--- src/rtl/tm1638_value_formatter.sv ---
// Binary 0..999 to three 7-segment codes for the TM1638 driver.
// Sequential double-dabble; codes change only while synch2 is low.
module tm1638_value_formatter #(
  parameter int SYNC_LOW = 2000,
  parameter int BLANK_LZ = 1
) (
  input  logic       clk,
  input  logic       rst,
  input  logic [9:0] value,
  input  logic       load,
  output logic [7:0] data1,
  output logic [7:0] data2,
  output logic [7:0] data3,
  output logic       synch2,
  output logic       busy,
  output logic       ovf,
  output logic       frame_done
);

  localparam logic [1:0] S_IDLE = 2'd0;
  localparam logic [1:0] S_CONV = 2'd1;
  localparam logic [1:0] S_ENC  = 2'd2;
  localparam logic [1:0] S_HOLD = 2'd3;

  localparam logic [15:0] HOLD_LAST = 16'(SYNC_LOW - 1);

  logic [1:0]  state;
  logic [9:0]  val_q;
  logic [9:0]  sh;
  logic [11:0] bcd;
  logic [3:0]  bit_cnt;
  logic [15:0] hold_cnt;
  logic        pend;
  logic [9:0]  pend_val;

  logic [11:0] adj;
  logic [7:0]  d1_n;
  logic [7:0]  d2_n;
  logic [7:0]  d3_n;
  logic        ovf_n;

  function automatic logic [3:0] fix(input logic [3:0] n);
    return (n >= 4'd5) ? n + 4'd3 : n;
  endfunction

  function automatic logic [7:0] seg(input logic [3:0] d);
    logic [7:0] s;
    case (d)
      4'd0:    s = 8'h3F;
      4'd1:    s = 8'h06;
      4'd2:    s = 8'h5B;
      4'd3:    s = 8'h4F;
      4'd4:    s = 8'h66;
      4'd5:    s = 8'h6D;
      4'd6:    s = 8'h7D;
      4'd7:    s = 8'h07;
      4'd8:    s = 8'h7F;
      4'd9:    s = 8'h6F;
      default: s = 8'h40;
    endcase
    return s;
  endfunction

  // Add-3 correction and segment encode of the finished BCD digits
  always_comb begin
    adj   = {fix(bcd[11:8]), fix(bcd[7:4]), fix(bcd[3:0])};
    ovf_n = (val_q > 10'd999);
    d1_n  = seg(bcd[11:8]);
    d2_n  = seg(bcd[7:4]);
    d3_n  = seg(bcd[3:0]);
    if (ovf_n) begin
      d1_n = 8'h40;
      d2_n = 8'h40;
      d3_n = 8'h40;
    end else if (BLANK_LZ != 0) begin
      if (bcd[11:8] == 4'd0) begin
        d1_n = 8'h00;
        if (bcd[7:4] == 4'd0) d2_n = 8'h00;
      end
    end
  end

  // Frame sequencer: accept, convert, encode, hold synch2 low
  always_ff @(posedge clk or posedge rst) begin
    if (rst) begin
      state      <= S_IDLE;
      val_q      <= '0;
      sh         <= '0;
      bcd        <= '0;
      bit_cnt    <= '0;
      hold_cnt   <= '0;
      pend       <= 1'b0;
      pend_val   <= '0;
      data1      <= 8'h00;
      data2      <= 8'h00;
      data3      <= 8'h00;
      synch2     <= 1'b0;
      busy       <= 1'b0;
      ovf        <= 1'b0;
      frame_done <= 1'b0;
    end else begin
      frame_done <= 1'b0;
      if (load && state != S_IDLE) begin
        pend     <= 1'b1;
        pend_val <= value;
      end
      case (state)
        S_IDLE: begin
          if (load || pend) begin
            val_q   <= load ? value : pend_val;
            sh      <= load ? value : pend_val;
            bcd     <= '0;
            pend    <= 1'b0;
            busy    <= 1'b1;
            synch2  <= 1'b0;
            bit_cnt <= '0;
            state   <= S_CONV;
          end
        end
        S_CONV: begin
          bcd     <= 12'({adj, sh[9]});
          sh      <= {sh[8:0], 1'b0};
          bit_cnt <= bit_cnt + 4'd1;
          if (bit_cnt == 4'd9) state <= S_ENC;
        end
        S_ENC: begin
          data1    <= d1_n;
          data2    <= d2_n;
          data3    <= d3_n;
          ovf      <= ovf_n;
          hold_cnt <= '0;
          state    <= S_HOLD;
        end
        default: begin
          hold_cnt <= hold_cnt + 16'd1;
          if (hold_cnt == HOLD_LAST) begin
            synch2     <= 1'b1;
            busy       <= 1'b0;
            frame_done <= 1'b1;
            state      <= S_IDLE;
          end
        end
      endcase
    end
  end

endmodule

--- config.mk ---
export PLATFORM = sky130hd
export DESIGN_NAME = tm1638_value_formatter
export DESIGN_NICKNAME = d
export VERILOG_FILES = /design/src/rtl/tm1638_value_formatter.sv
export SDC_FILE = /design/constraint.sdc
export NUM_CORES = 1
export LEC_CHECK = 0
export ABC_AREA = 0
export CORE_ASPECT_RATIO = 1.1
export CORE_MARGIN = 10
export CORE_UTILIZATION = 44
export CTS_CLUSTER_SIZE = 14
export DETAILED_ROUTE_END_ITERATION = 7
export MAX_ROUTING_LAYER = met4
export SYNTH_ARGS = -nofsm -noshare
export SYNTH_HDL_FRONTEND = slang
export SYNTH_SLANG_ARGS = --single-unit
--- constraint.sdc ---
create_clock -name clk -period 2.93 [get_ports clk]
set_input_delay 0.293 -clock clk [delete_from_list [all_inputs] [get_ports clk]]
set_output_delay 0.293 -clock clk [all_outputs]
set_load 0.005 [all_outputs]
==> results by stage <==
Timing:
- The final setup skew is 16.31 ps.
- The count of final hold-check violations is 0.
- The accumulated negative setup slack is 0 ps.
- The relative max-transition margin is 50.87%.
- Setup repair after global routing left no endpoint under its margin.
- The achievable frequency is 428.3 MHz.
- The final-report max-slew violation count is 0.
- At the pin with the least slew margin, the transition time is 736.1 ps.
- The worst path uses 79.68% of the clock period.
- The final count of negative-setup-slack endpoints is 0.
- The final critical delay including setup and external delays is 2335 ps.

Global route:
- The first-pass GRT wire length is 16150 um.
- The number of global-route vias before repair is 3347.
- After global routing the overflow that remains totals 0.
- Entering global routing, the biggest net connects 42 pins.
- The overall track demand over capacity in global routing is 13.64%.
- The number of antenna violations at the first check in global routing was 0.

Power:
- In this run, the combinational gates consume 43.5% of the power.
- The worst supply voltage drop on vdd is 432.2 uV.
- In this run the static leakage power is 2.306 nW.
- The internal power contribution is 0.003026 W.
- Sequential cells burn 39.2% of the power.
- The net switching fraction of the power is 39.33%.
- Per report_power, the clock group accounts for 17.3% of the total.
- The switching power of the nets is 0.001962 W.
- Power spread over the standard cell area amounts to 962.9 nW/um2.

Cells and area:
- After the last flow step, the layout net total stands at 531.
- The multi-input combinational cells in the finished layout cover a total of 2073 um2.
- The post-route cell area is 5180 um2.
- The fill cell total of the finished layout is 943.
- The share of cells above drive strength 1 is 9.218%.
- 0 antenna diodes ended up in the layout.
- The flip-flop and latch area is 2177 um2.
- From synthesis to final layout, the design area changed by 15.51%.

Worst hold path:
- The worst min-delay path class is in -> async.

Synthesis:
- The instance count of the mapped netlist is 461.
- For this run, the register share of the synthesized area comes to 48.55%.
- The most used standard cell by instance count after synthesis is dfrtp_1.
- The average footprint of a synthesized cell is 9.727 um2.
- Among all flip-flop cells after synthesis, the most frequent one is dfrtp_1.
- By area the synthesized netlist is led by dfrtp_1, ha_1, o21ai_0.
- The summed instance area of the synthesized netlist is 4484 um2.
- Yosys printed 0 warnings.
- Summed over all instances, the cell type with the most area after synthesis is dfrtp_1.
- For this run, asynchronously set or reset flops after synthesis account for 100.0%.
- In this run, synthesis produced a sequential element count of 87.
- The commonest cells after synthesis are dfrtp_1, nand2_1, o21ai_0.
- The proportion of netlist area held by the largest area contributor is 48.55%.
- The synthesized netlist contains 51 unique library cells.
- The synthesized design contains 0 enable-type register cells.

Setup path:
- STA puts the critical path data required time at 3190 ps.
- The critical-path maximum fanout is 24.
- The number of cells on the worst reg-to-reg path is 6.
- The worst setup path is of the reg -> reg kind.
- The most numerous cell type found on the critical path is o21ai_0.
- Traced cell by cell, the critical path runs through inv_1 > ha_1 > or3b_2 > nand2_1 > o21ai_0 > o21ai_0.
- In this run the critical register-to-register path is launched from state[0]$_DFFE_PP0P_.
- The kind of capture point of the worst setup path is a flop.
- The endpoint identified for the worst register-to-register timing path is bcd[11]$_DFFE_PP0P_.
- Across all register-to-register paths, the minimum setup slack is 600 ps.
- The startpoint class of the critical path is a flop.
- On the worst path, the slowest cell contributes a delay of 530 ps.
- For this design, the slowest cell found on the critical path is or3b_2.
- The critical path arrival is 2590 ps.

Floorplanning:
- The initial core utilization is 45.34%.
- The height of the chip is 125.9 um.
- Pin placement for this block handled 41 I/O pins.
- The die covers 14630 um2.
- From left edge to right edge, the die measures 116.3 um.
- The placeable core region is 9889 um2.
- The floorplan has 38 rows.

Routing:
- The count of nets left with antenna violations after detail routing is 0.
- The routed length on met2 is 4461 um.
- The detailed-route vias per instance is 5.257.
- Dividing the detail-routed wire length by the instance count gives 14.58 um.
- The DRC violations left is 0.
- Summing over every cut layer, the via total after detailed routing is 3254.
- The pre-antenna-repair detailed-routing pass consisted of 4 iterations.
- The aggregate routed wire length is 9027 um.
- The routed length on met1 is 4215 um.
- The top routing layer in use is met4.
- In the detailed route, the total length drawn on met3 is 252 um.
- After the first detailed-routing iteration, the DRC count stood at 106.

Clock network:
- The CTS buffer count is 9.
- The clock reaches the later pin of the worst-skew pair after 350 ps.
- The clock transition at the register clock pins on the worst setup and hold paths after CTS is 100 ps.
- Gates resized during post-CTS repair numbered 0.
- Buffers added to address setup during post-CTS repair amount to 0.
- The CTS tree is built.
- The tree is rooted in a clkbuf_8.
- The number of H-tree levels is 3.
- The maximum number of buffers from clock root to sink is 2.
- For this design, the CTS-stage hold fixing added 0 buffers.
- The TritonCTS sink count is 87.

Flow run:
- Max-cap violations in this run came to 0.

Placement:
- The placed instances occupy a cell area of 4980 um2.
- The congestion estimate from routability-driven global placement came to 0.8216.
- The HPWL reported at the end of detailed placement is 6583 um.
- During placement, the flow inserted port buffers numbering 37.

Status:
- The run finished with clean final reports.
area by class of cell:
class	instances	share of cell area, %
Timing Repair Buffer	45	8.551
Tap cell	120	2.899
Sequential cell	87	42.03
Clock buffer	9	2.391
Multi-Input combinational cell	315	40.02
Inverter	36	2.633
Clock inverter	7	1.473
power groups by stage:
stage	registers (W)	clock network [W]	logic, W
4_1_cts	0.00196	0.000891	0.00221
6_report	0.00195	0.000861	0.00217
5_1_grt	0.00202	0.000939	0.00251
2_1_floorplan	0.00187	0	0.00160
3_5_place_dp	0.00198	0	0.00221
3_3_place_gp	0.00196	0	0.00216
worst max-delay path by stage:
stage                         start                   to  cells past startpoint
3_3_place_gp   state[0]$_DFFE_PP0P_   bcd[7]$_DFFE_PP0P_                      6
4_1_cts        state[0]$_DFFE_PP0P_    sh[8]$_DFFE_PP0P_                      5
6_report       state[0]$_DFFE_PP0P_  bcd[11]$_DFFE_PP0P_                      6
2_1_floorplan                   rst   bcd[0]$_DFFE_PP0P_                      1
3_5_place_dp   state[0]$_DFFE_PP0P_    sh[8]$_DFFE_PP0P_                      5
5_1_grt        state[0]$_DFFE_PP0P_  bcd[11]$_DFFE_PP0P_                      6
flip-flops by register name (all words and copies together) (netlist names):
register and count:
data2 7, data3 7, bcd 12, ovf 1, synch2 1, state 2
val_q 7, sh 10, frame_done 1, bit_cnt 4, data1 7, pend 1
hold_cnt 16, busy 1, pend_val 10
metrics by stage:
step / instances / utilization [%] / setup slack (ps) / hold WS (ps) / power (W)
CTS: 619 / 52.38 / 538.0 / 384.8 / 0.005061
global route: 619 / 52.38 / 291.7 / 416.5 / 0.005474
finish: 619 / 52.38 / 595.2 / 364.2 / 0.004988
floorplan: 463 / - / 386.8 / 443.6 / 0.003471
detailed placement: 603 / 50.35 / 579.5 / 468.2 / 0.004189
global placement: 603 / 50.35 / 685.4 / 457.4 / 0.004118
logic make-up (layout without fill, tap and decap cells):
group,after synthesis,count (layout),synth area share (%)
xor gates and xnor gates,12,12,2.344
and+or+nand+nor,141,141,16.80
DFF,87,87,48.55
adders and majority gates,24,24,6.696
other,1,3,0.08363
AOI/OAI and AO/OA,110,110,14.20
muxes,25,25,5.943
buffers and inverters,61,97,5.385
placed cells by master, fill, tap and decap left out, types with 3 or more instances in the layout:
master / synthesis / layout
a21oi_1: 27 / 27
and2_1: 7 / 7
buf_4: 3 / 7
clkbuf_8: 0 / 9
clkdlybuf4s50_1: 0 / 37
conb_1: 1 / 3
dfrtp_1: 87 / 87
ha_1: 24 / 24
inv_1: 36 / 35
inv_6: 0 / 3
mux2_2: 13 / 13
mux2i_1: 12 / 12
nand2_1: 39 / 39
nand2b_1: 5 / 5
nand3_1: 6 / 6
nand3b_1: 3 / 3
nand4_1: 6 / 6
nor2_1: 35 / 35
nor2b_1: 8 / 8
nor3_1: 4 / 4
nor3b_1: 4 / 4
o211ai_1: 3 / 3
o21ai_0: 39 / 39
o22ai_1: 26 / 26
or3_1: 4 / 4
or4_1: 5 / 5
xnor2_1: 7 / 7
xor2_1: 5 / 5
routing by layer:
layer	vias up	track usage, %
met1	1556	17.34
met5	-	-
met4	0	4.643
met3	7	2.469
li1	1655	-
met2	36	21.32
critical path: cells and delay by family, from the launching register on:
kind	cells	cell delay, ps
simple gates	2	1050
flops	1	420
fa+ha+maj	1	380
compound gates	2	290
buf+inv	1	90
(Power assumes the default switching activity.)
